==> src/rtl/serial_mag_comp.sv <==
// rtl/serial_mag_comp.sv - bit-serial MSB-first magnitude comparator with early exit
module serial_mag_comp #(
    parameter int W = 8
) (
    input  logic         clk,
    input  logic         rst,
    input  logic         start,
    input  logic [W-1:0] a_in,
    input  logic [W-1:0] b_in,
    output logic         busy,
    output logic         done,
    output logic         eq,
    output logic         gt,
    output logic         lt
);

    localparam int IDX_W = (W > 1) ? $clog2(W) : 1;

    typedef enum logic [1:0] {
        S_IDLE  = 2'd0,
        S_SHIFT = 2'd1,
        S_DONE  = 2'd2
    } state_t;

    state_t         state;
    logic [W-1:0]   a_sr;
    logic [W-1:0]   b_sr;
    logic [IDX_W-1:0] idx;
    logic           res_eq;
    logic           res_gt;
    logic           res_lt;

    // The verdict is captured in SHIFT but only published together with done,
    // so eq/gt/lt read all-zero for the whole time a compare is in flight.
    always_ff @(posedge clk or posedge rst) begin
        if (rst) begin
            state  <= S_IDLE;
            a_sr   <= '0;
            b_sr   <= '0;
            idx    <= '0;
            res_eq <= 1'b0;
            res_gt <= 1'b0;
            res_lt <= 1'b0;
            busy   <= 1'b0;
            done   <= 1'b0;
            eq     <= 1'b0;
            gt     <= 1'b0;
            lt     <= 1'b0;
        end else begin
            done <= 1'b0;
            case (state)
                S_IDLE: begin
                    if (start) begin
                        a_sr  <= a_in;
                        b_sr  <= b_in;
                        idx   <= IDX_W'(W - 1);
                        eq    <= 1'b0;
                        gt    <= 1'b0;
                        lt    <= 1'b0;
                        busy  <= 1'b1;
                        state <= S_SHIFT;
                    end
                end
                S_SHIFT: begin
                    // The operands shift left, so bit idx always sits at the MSB.
                    if (a_sr[W-1] != b_sr[W-1]) begin
                        res_eq <= 1'b0;
                        res_gt <= a_sr[W-1];
                        res_lt <= b_sr[W-1];
                        busy   <= 1'b0;
                        state  <= S_DONE;
                    end else if (idx == '0) begin
                        res_eq <= 1'b1;
                        res_gt <= 1'b0;
                        res_lt <= 1'b0;
                        busy   <= 1'b0;
                        state  <= S_DONE;
                    end else begin
                        a_sr <= a_sr << 1;
                        b_sr <= b_sr << 1;
                        idx  <= idx - IDX_W'(1);
                    end
                end
                S_DONE: begin
                    done  <= 1'b1;
                    eq    <= res_eq;
                    gt    <= res_gt;
                    lt    <= res_lt;
                    state <= S_IDLE;
                end
                default: begin
                    busy  <= 1'b0;
                    state <= S_IDLE;
                end
            endcase
        end
    end

endmodule

==> config.mk <==
export PLATFORM = sky130hd
export DESIGN_NAME = serial_mag_comp
export DESIGN_NICKNAME = d
export VERILOG_FILES = /design/src/rtl/serial_mag_comp.sv
export SDC_FILE = /design/constraint.sdc
export NUM_CORES = 1
export LEC_CHECK = 0
export CORE_MARGIN = 5
export CORE_UTILIZATION = 35
export DETAILED_ROUTE_END_ITERATION = 16
export GPL_ROUTABILITY_DRIVEN = 1
export PLACE_DENSITY_LB_ADDON = 0.1
export SLEW_MARGIN = 20
export SYNTH_ARGS = -nofsm -noshare
export SYNTH_HDL_FRONTEND = slang
export SYNTH_SLANG_ARGS = --single-unit
==> constraint.sdc <==
create_clock -name clk -period 1.65 [get_ports clk]
set_input_delay 0.495 -clock clk [delete_from_list [all_inputs] [get_ports clk]]
set_output_delay 0.495 -clock clk [all_outputs]
set_load 0.03 [all_outputs]
==> impl_metrics.py, run 1 <==
metrics = {
    "run_status": {
        "run_status": "completed",
    },
    "pwr": {
        "totalPowerFinal_mw": 3.515,
        "p_per_area_nw_per_um2": 1842,
        "static-leakage-power_nw": 0.8130,
        "max-vdd-ir-drop_mv": 0.7033,
    },
    "route": {
        "detail_route.wl_per_cell_um": 14.52,
        "remaining_drc_errors": 0,
        "detailroute.wirelength.met2_mm": 1.345,
        "routed-via-count": 1027,
        "detail_route.first_pass.iterations": 4,
        "drtIter0Drc": 72,
        "vias_per_cell": 5.084,
        "met1_wire_length_mm": 1.389,
        "drt.antenna.violating_nets": 0,
        "met3RoutedLength_um": 148,
        "route.top_layer_used": "met4",
        "drt_wl_total_mm": 2.933,
    },
    "place": {
        "routabilityCongestion": 0.7691,
        "numPortBuffers": 23,
        "dp_hpwl_mm": 2.003,
    },
    "cells_and_area": {
        "antenna_cells_inserted": 0,
        "layout.nets": 176,
        "layout_area_growth_over_synthesis_pct": 38.38,
        "fillcell_total": 365,
        "ff_latch_area_um2": 725.7,
        "combined_area_of_the_multi_input_logic_cells_um2": 630.6,
        "drive_above_1_share_pct": 26.62,
        "post-route-util_pct": 50.97,
    },
    "floorplan": {
        "die_width_um": 72.77,
        "initial_utilization_pct": 36.83,
        "floorplan.core_area_um2": 3744,
        "dieArea_um2": 5295,
        "num_rows": 22,
        "boundaryPins": 24,
        "dieHeight_um": 72.77,
    },
    "worst_setup_path": {
        "critical_path_arrival_ns": 1.78,
        "crit_family": "simple AND/OR/NAND/NOR gates",
        "setup_cp_type": "reg -> reg",
        "max_stage_delay_ns": 0.38,
        "rr_worst_depth": 6,
        "critical_path.startpoint_type": "register",
        "critical_path_cell_list": "inv_2 -> ha_4 -> nor2b_4 -> or3_4 -> buf_4 -> o221a_1",
        "worst-path-max-fanout": 7,
        "worst_ep_required_time_ns": 1.81,
        "ff2ff_setup_slack_ns": 0.03,
        "timing.critical_path.to_type": "register",
        "timing.critical_path.from": "idx[1]",
        "rr_endpoint": "b_sr[1]",
        "r2r_start": "idx[1]",
        "endpoint": "b_sr[1]",
        "critical-path-slowest-cell": "sky130_fd_sc_hd__or3_4",
        "critical_path_buf_inv_count": 2,
        "crit_cells": 6,
    },
    "sta": {
        "final_critical_path_share_of_the_clock_period_pct": 97.91,
        "report.final.hold_viol_count": 0,
        "final.min_clock_period_ns": 1.616,
        "unrepaired_setup_endpoints_after_global_routing": "true",
        "setup_tns_ns": 0,
        "slew_violations": 0,
        "fin_skew_ns": 0.003247,
        "fmaxAchievable_mhz": 619.0,
        "hold-worst-slack_ns": 0.4918,
        "tightestPinTransition_ns": 0.3707,
        "worst_slew_margin_rel_pct": 74.94,
        "final-setup-viol-count": 0,
    },
    "synthesis": {
        "postSynthNetCount": 136,
        "synth-warning-count": 0,
        "syn_area_um2": 1379,
        "postSynthRegisterBits": 29,
        "synth.lib_cells_used.distinct": 28,
        "gate_count_of_the_mapped_netlist": 113,
        "seq_total_area_yosys_pct": 52.63,
        "syn-mean-instance-area_um2": 12.20,
    },
    "clocking": {
        "clock_pin_slew_reported_for_the_worst_setup_and_hold_paths_after_clock_tree_synthesis_ns": 0.06,
        "cts_num_sinks": 29,
        "clock_tree.root_cell": "sky130_fd_sc_hd__clkbuf_8",
        "inserted_clock_buffers": 5,
        "cts_max_level": 2,
        "insertion_delay_ns": 0.28,
        "tritoncts": "yes",
        "ctsLongestPathBuffers": 2,
    },
    "global_routing": {
        "grt_first_pass_wirelength_mm": 4.802,
        "grt_antenna_before_repair": 0,
        "grt_max_degree": 30,
        "first_global_vias": 1005,
        "track_usage_pct": 12.14,
        "grt_remaining_overflow": 0,
    },
    "min_path": {
        "min-delay-path-class": "reg -> reg",
    },
    "flow_run": {
        "max_cap_viol_count": 0,
    },
}
==> kinds of logic after synthesis <==
group	share of synthesized area [%]
and+or+nand+nor	15.15
buffers and inverters	5.626
AOI/OAI and AO/OA	19.78
DFF	52.63
muxes	3.176
adders and majority gates	3.630
==> layer usage <==
layer	vias up	GRT usage (%)
met3	7	5.096
met2	23	18.24
met4	0	5.328
li1	491	-
met5	-	0
met1	506	15.18
==> worst register-to-register path, delay by kind of cell (launching register included) <==
kind | cells | cell delay (ns)
flip-flops | 1 | 0.36
adder cells (fa/ha/maj) | 1 | 0.15
buffers and inverters | 2 | 0.24
AO/OA/AOI/OAI | 1 | 0.24
AND/OR/NAND/NOR | 2 | 0.50
==> repair_timing <==
item,in CTS,in global routing
gates resized for setup,5,7
hold buffers,0,0
cloned,0,1
buffers inserted,0,3
endpoints found under the setup margin,5,15
==> final cells by class <==
class / count / area share [%]
clock buffer: 7 / 5.049
clock inverter: 1 / 0.2623
timing repair buffer: 39 / 18.89
tap: 48 / 3.148
sequential: 29 / 38.03
inverter: 8 / 1.574
multi-input combinational: 70 / 33.05
==> flip-flops by register name (all words and copies together), names as in the netlist <==
name and flops:
a_sr 8, b_sr 8, idx 3, state 2, busy 1, done 1
eq 1, gt 1, lt 1, res_eq 1, res_gt 1, res_lt 1
==> power breakdown <==
group	leakage, nW	internal, mW	switching (mW)	total [mW]
clock	0.0542	0.376	0.257	0.633
combinational	0.421	0.872	0.776	1.65
sequential	0.338	1.03	0.203	1.23
==> worst min-delay path by stage <==
stage / start / to / slack [ns] / cells past startpoint
2_1_floorplan: res_eq / res_eq / 0.46 / 1
3_3_place_gp: res_eq / res_eq / 0.48 / 1
3_5_place_dp: res_gt / gt / 0.49 / 1
4_1_cts: res_gt / gt / 0.49 / 1
5_1_grt: lt / lt / 0.50 / 1
6_report: res_gt / gt / 0.49 / 1
==> per-stage QoR <==
stage               cells  setup slack [ns]  instance area, um^2
finish                202           0.03444                 1908
global route          202          -0.02422                 1908
CTS                   198           0.01670                 1842
detailed placement    190           -0.2142                 1747
global placement      190           -0.1944                 1747
floorplan             113         -0.007197                 1408
==> cells in the final DEF, fill, tap and decap left out, types with 2 or more instances in the layout <==
master	count
sky130_fd_sc_hd__mux2_2	3
sky130_fd_sc_hd__dfrtp_1	29
sky130_fd_sc_hd__o221a_4	2
sky130_fd_sc_hd__clkbuf_8	7
sky130_fd_sc_hd__nor2b_1	4
sky130_fd_sc_hd__a21oi_1	3
sky130_fd_sc_hd__nand2_1	4
sky130_fd_sc_hd__inv_1	5
sky130_fd_sc_hd__o221ai_1	2
sky130_fd_sc_hd__o221a_1	11
sky130_fd_sc_hd__nand2b_1	15
sky130_fd_sc_hd__dlygate4sd2_1	5
sky130_fd_sc_hd__o21ai_0	2
sky130_fd_sc_hd__ha_4	2
sky130_fd_sc_hd__a22o_1	3
sky130_fd_sc_hd__buf_4	14
sky130_fd_sc_hd__nor2_1	4
sky130_fd_sc_hd__ha_1	2
sky130_fd_sc_hd__clkdlybuf4s50_1	18
sky130_fd_sc_hd__inv_2	3
==> cells in the mapped netlist (all sizes together) <==
master   n  area share [%]
o22a     1            0.64
ha       4             3.6
nand4    1            0.45
a41o     1            0.82
o221ai   2             1.3
or3      1            0.45
nor2b    5             2.3
a22o     3             1.9
inv      8             2.2
a21oi    3             1.1
a31o     1            0.64
o311a    1            0.73
mux2     3             2.4
o221a   14              11
dfrtp   29              53
nor2     4             1.1
nand2b  16             7.8
nand2    4             1.1
mux2i    1            0.73
nor3b    1             1.4
a21o     1            0.54
o21ai    2            0.73
buf      6             3.4
nor4b    1            0.64
Power figures use the tool's default switching activity.
==> run 2, diff against run 1 <==
CORE_UTILIZATION = 46   (was 35)
==> run 2 against run 1 <==
Utilization up 15 points. Routed wire length down 4.1%. Critical path type unchanged. Largest cell class unchanged. Non-clock buffer count down 1. Via count up 0.68%. Power down 2.4%. Final area down 3.5%. Sequential share of layout area up 1.4 points. Clock skew up 0.010 ns.
==> impl_metrics.py, run 2 (synthesized netlist as in run 1, its figures left out) <==
metrics = {
    "worst_setup_path": {
        "timing.critical_path.to_type": "register",
        "critical_path.startpoint_type": "register",
        "ff2ff_setup_slack_ns": 0.006,
        "setup_cp_type": "reg -> reg",
        "worst-path-max-fanout": 8,
        "worst_ep_required_time_ns": 1.87,
        "critical_path_arrival_ns": 1.86,
    },
    "sta": {
        "timing.final.ws_setup_ns": 0.005967,
        "final_critical_path_share_of_the_clock_period_pct": 99.64,
        "hold-worst-slack_ns": 0.4882,
        "tightestPinTransition_ns": 0.4337,
        "worst_slew_margin_rel_pct": 70.68,
        "final.min_clock_period_ns": 1.644,
        "fmaxAchievable_mhz": 608.3,
        "report.final.hold_viol_count": 0,
        "final-setup-viol-count": 0,
        "fin_skew_ns": 0.01349,
        "slew_violations": 0,
        "unrepaired_setup_endpoints_after_global_routing": "true",
    },
    "pwr": {
        "totalPowerFinal_mw": 3.430,
        "internal_power_mw": 2.228,
        "pwr-share-comb_pct": 46.3,
        "seqPwrFrac_pct": 35.8,
        "p_per_area_nw_per_um2": 1862,
        "switching_power_mw": 1.202,
        "static-leakage-power_nw": 0.7908,
        "power.clock.fraction_pct": 17.9,
        "switching_share_pct": 35.04,
        "max-vdd-ir-drop_mv": 0.7752,
    },
    "place": {
        "dp_hpwl_mm": 1.988,
        "numPortBuffers": 23,
        "placement.setup.worst_slack_ns": -0.2114,
        "post-place-cells": 173,
        "routabilityCongestion": 0.8192,
    },
    "route": {
        "routed-via-count": 1034,
        "drt.antenna.violating_nets": 0,
        "vias_per_cell": 5.620,
        "detail_route.first_pass.iterations": 4,
        "drtIter0Drc": 63,
        "detail_route.wl_per_cell_um": 15.29,
        "drt_wl_total_mm": 2.813,
        "remaining_drc_errors": 0,
    },
    "cells_and_area": {
        "layout.nets": 175,
        "drive_above_1_share_pct": 25.49,
        "layout_area_growth_over_synthesis_pct": 33.58,
        "most_used_cells_in_the_layout_excluding_fill_and_tap_cells": "sky130_fd_sc_hd__dfrtp_1, sky130_fd_sc_hd__clkdlybuf4s50_1, sky130_fd_sc_hd__nand2b_1",
        "antenna_cells_inserted": 0,
        "post_layout_nonfiller_instances": 184,
        "layout_top_registers": "a_sr x8, b_sr x8, idx x3",
        "layout_commonest_cell": "sky130_fd_sc_hd__dfrtp_1",
    },
    "floorplan": {
        "initial_utilization_pct": 49.15,
        "num_rows": 19,
        "boundaryPins": 24,
        "floorplan.core_area_um2": 2805,
        "dieHeight_um": 64.75,
        "dieArea_um2": 4193,
        "die_width_um": 64.75,
    },
    "run_status": {
        "run_status": "completed",
    },
    "global_routing": {
        "grt_first_pass_wirelength_mm": 4.830,
        "track_usage_pct": 15.33,
        "grt_antenna_before_repair": 0,
        "grt_max_degree": 30,
        "grt_remaining_overflow": 0,
        "first_global_vias": 992,
    },
    "clocking": {
        "ctsLongestPathBuffers": 2,
        "post_cts_hold_buffer_count": 0,
        "tritoncts": "yes",
        "cts_num_sinks": 29,
        "clock_tree.root_cell": "sky130_fd_sc_hd__clkbuf_4",
        "inserted_clock_buffers": 5,
        "cts_max_level": 2,
        "insertion_delay_ns": 0.33,
        "clock_pin_slew_reported_for_the_worst_setup_and_hold_paths_after_clock_tree_synthesis_ns": 0.10,
    },
    "flow_run": {
        "max_cap_viol_count": 0,
    },
    "min_path": {
        "min-delay-path-class": "in -> async",
    },
}
run 2: power groups by stage:
stage	combinational, mW	clock [mW]	sequential [mW]
detailed placement	1.53	0	1.24
global route	1.75	0.668	1.27
finish	1.59	0.614	1.23
global placement	1.48	0	1.23
floorplan	1.05	0	1.27
CTS	1.52	0.622	1.23
run 2: worst paths after layout:
check | start | endpoint | cells past startpoint
max | b_sr[7] | a_sr[3] | 5
min | rst | state[0] | 3
max reg2reg | b_sr[7] | a_sr[3] | 5
min reg2reg | res_eq | res_eq | 1
max in group asynchronous | rst | a_sr[7] | 3
min in group clk | res_eq | res_eq | 1
run 2: layout make-up:
type,instances,area [um^2]
fillers,228,963.4
inverters,8,30.03
clock inverters,1,30.03
clock buffers,7,55.05
well taps,31,38.79
multi-input cells,70,603.1
repair buffers,38,359.1
flip-flops and latches,29,725.7
run 2: metrics by stage:
| step | setup TNS, ns | util (%) | cell area (um^2) |
|---|---|---|---|
| 6_report | 0 | 65.66 | 1842 |
| 5_1_grt | -0.3599 | 65.66 | 1842 |
| 4_1_cts | 0 | 64.45 | 1808 |
| 3_5_place_dp | -2.721 | 61.51 | 1725 |
| 3_3_place_gp | -2.565 | 61.51 | 1725 |
| 2_1_floorplan | -0.007197 | - | 1408 |
run 2: metal layers:
layer | share of wire, % | GRT usage (%) | vias to the layer above
met5 | 0 | 0 | -
met1 | 45 | 19.78 | 503
li1 | - | - | 491
met2 | 47 | 23.24 | 33
met3 | 5.8 | 5.872 | 7
met4 | 1.5 | 6.069 | 0
run 2: worst max-delay path, cell delays in order, from the launching register on:
cell,delay [ns]
sky130_fd_sc_hd__dfrtp_1,0.42
sky130_fd_sc_hd__ha_4,0.29
sky130_fd_sc_hd__inv_2,0.04
sky130_fd_sc_hd__or3_4,0.38
sky130_fd_sc_hd__buf_6,0.15
sky130_fd_sc_hd__o221a_2,0.26
run 2: timing repair:
action	4_1_cts	5_1_grt
pin swaps	0	2
endpoints found under the setup margin	13	17
gates cloned	0	1
resized for setup	6	6
buffers inserted	0	2
==> run 3, diff against run 2 <==
ABC_AREA = 1   (was default)
CORE_UTILIZATION = 47   (was 46)
==> run 3 against run 2 <==
Combinational power increased by 21%. Synthesized cell count is 73% higher. Routed wire length increased by 14%. Global-route usage rose by 2.0 points. Sequential cell count is the same. Synthesized area is 8.9% higher. Register-to-register slack better by 0.10 ns. Clock skew fell by 0.0057 ns.
==> impl_metrics.py, run 3 <==
metrics = {
    "sta": {
        "slew_violations": 0,
        "worst_slew_margin_rel_pct": 71.71,
        "unrepaired_setup_endpoints_after_global_routing": "false",
        "fmaxAchievable_mhz": 632.5,
        "final.min_clock_period_ns": 1.581,
        "tightestPinTransition_ns": 0.4243,
        "fin_skew_ns": 0.007766,
        "report.final.hold_viol_count": 0,
        "setup_tns_ns": 0,
        "final_critical_path_share_of_the_clock_period_pct": 95.82,
        "final-setup-viol-count": 0,
    },
    "global_routing": {
        "grt_antenna_before_repair": 0,
        "grt_remaining_overflow": 0,
        "grt_first_pass_wirelength_mm": 5.802,
        "track_usage_pct": 17.34,
        "grt_max_degree": 30,
        "first_global_vias": 1351,
    },
    "floorplan": {
        "initial_utilization_pct": 49.18,
        "dieArea_um2": 4425,
        "num_rows": 20,
        "boundaryPins": 24,
        "floorplan.core_area_um2": 3053,
        "dieHeight_um": 66.52,
        "die_width_um": 66.52,
    },
    "clocking": {
        "clock_tree.root_cell": "sky130_fd_sc_hd__clkbuf_4",
        "cts_max_level": 2,
        "insertion_delay_ns": 0.32,
        "ctsLongestPathBuffers": 2,
        "buffers_inserted_by_post_cts_timing_repair": 0,
        "post_cts_resized": 5,
        "inserted_clock_buffers": 5,
        "clock_pin_slew_reported_for_the_worst_setup_and_hold_paths_after_clock_tree_synthesis_ns": 0.09,
        "cts_num_sinks": 29,
        "post_cts_hold_buffer_count": 0,
        "tritoncts": "yes",
    },
    "pwr": {
        "static-leakage-power_nw": 1.025,
        "p_per_area_nw_per_um2": 1961,
        "totalPowerFinal_mw": 3.585,
        "max-vdd-ir-drop_mv": 0.8671,
    },
    "worst_setup_path": {
        "max_stage_delay_ns": 0.40,
        "worst_ep_required_time_ns": 1.15,
        "setup_cp_type": "reg -> out",
        "critical_path_arrival_ns": 1.09,
        "worst-path-max-fanout": 2,
        "timing.critical_path.to_type": "output port",
        "crit_family": "buffers and inverters",
        "critical_path.startpoint_type": "register",
        "critical-path-slowest-cell": "sky130_fd_sc_hd__dlygate4sd2_1",
        "critical_path_buf_inv_count": 1,
        "critical_path_cell_list": "dlygate4sd2_1",
    },
    "place": {
        "routabilityCongestion": 0.8179,
        "dp_hpwl_mm": 2.338,
        "numPortBuffers": 23,
    },
    "route": {
        "vias_per_cell": 4.826,
        "drtIter0Drc": 111,
        "drt.antenna.violating_nets": 0,
        "detail_route.first_pass.iterations": 4,
        "remaining_drc_errors": 0,
        "drt_wl_total_mm": 3.218,
        "detail_route.wl_per_cell_um": 11.92,
        "routed-via-count": 1303,
    },
    "synthesis": {
        "gate_count_of_the_mapped_netlist": 196,
        "postSynth.asyncResetShare_pct": 100.0,
        "postSynthRegisterBits": 29,
        "synth_flop_cell": "sky130_fd_sc_hd__dfrtp_1",
        "synth.area.top_cells": "sky130_fd_sc_hd__dfrtp_1, sky130_fd_sc_hd__nand2_1, sky130_fd_sc_hd__nand3_1",
        "synth-warning-count": 0,
        "seq_total_area_yosys_pct": 48.33,
        "syn_area_um2": 1501,
        "post_synth_most_frequent_cells": "sky130_fd_sc_hd__nand2_1, sky130_fd_sc_hd__nand3_1, sky130_fd_sc_hd__dfrtp_1",
        "postSynthNetCount": 219,
        "synth_top_area_cell": "sky130_fd_sc_hd__dfrtp_1",
        "post-synth-top-count-cell": "sky130_fd_sc_hd__nand2_1",
        "syn-mean-instance-area_um2": 7.660,
        "synth.lib_cells_used.distinct": 15,
        "synth_edf_count": 0,
        "synth_top_cell_area_share_pct": 48.33,
    },
    "run_status": {
        "run_status": "completed",
    },
    "cells_and_area": {
        "layout_commonest_cell": "sky130_fd_sc_hd__nand2_1",
        "antenna_cells_inserted": 0,
        "layout.nets": 248,
        "layout_top_registers": "a_sr x8, b_sr x8, idx x3",
        "layout_area_growth_over_synthesis_pct": 21.75,
        "drive_above_1_share_pct": 9.292,
        "most_used_cells_in_the_layout_excluding_fill_and_tap_cells": "sky130_fd_sc_hd__nand2_1, sky130_fd_sc_hd__nand3_1, sky130_fd_sc_hd__dfrtp_1",
    },
    "min_path": {
        "min-delay-path-class": "reg -> reg",
    },
    "flow_run": {
        "max_cap_viol_count": 0,
    },
}
## run 3: layer usage
metal	GRT usage, %	routed length [um]
met4	6.853	69
met2	29.62	1541
met3	5.228	161
met5	0	0
met1	20.17	1446
## run 3: where the power goes
part	total, mW	switching (mW)	internal, mW
combinational	1.93	1.23	0.695
clock	0.407	0.237	0.170
sequential	1.25	0.210	1.04
## run 3: logic make-up (layout without fill, tap and decap cells)
| group | Yosys count | in the layout | share of synthesized area [%] |
|---|---|---|---|
| buf+inv | 25 | 55 | 8.917 |
| flops | 29 | 29 | 48.33 |
| compound gates | 6 | 6 | 2.500 |
| fa+ha+maj | 4 | 4 | 3.333 |
| simple gates | 132 | 132 | 36.92 |
## run 3: layout make-up
cell class / instances / area (um^2)
fill: 317 / 1225
sequential: 29 / 725.7
multi-input combinational: 142 / 641.9
timing repair buffer: 31 / 296.5
inverter: 16 / 60.06
tap: 44 / 55.05
clock buffer: 8 / 48.80
## run 3: stage by stage
| stage | worst slack (ns) | instance area [um^2] | hold slack (ns) | utilization (%) | instances |
|---|---|---|---|---|---|
| 2_1_floorplan | 0.2934 | 1501 | 0.4419 | - | 196 |
| 3_3_place_gp | 0.02868 | 1785 | 0.4547 | 58.48 | 262 |
| 3_5_place_dp | 0.01129 | 1785 | 0.4569 | 58.48 | 262 |
| 4_1_cts | 0.05020 | 1828 | 0.4734 | 59.88 | 270 |
| 5_1_grt | 0.004871 | 1828 | 0.4903 | 59.88 | 270 |
| 6_report | 0.06891 | 1828 | 0.4696 | 59.88 | 270 |
## run 3: worst paths after layout
path	start	end	slack (ns)	cells past startpoint
setup / recovery	busy	busy	0.07	1
hold / removal	lt	lt	0.47	2
setup reg to reg	a_sr[7]	b_sr[5]	0.11	7
hold reg to reg	lt	lt	0.47	2
max in group asynchronous	rst	b_sr[1]	0.98	3
min in group asynchronous	rst	b_sr[4]	0.50	3
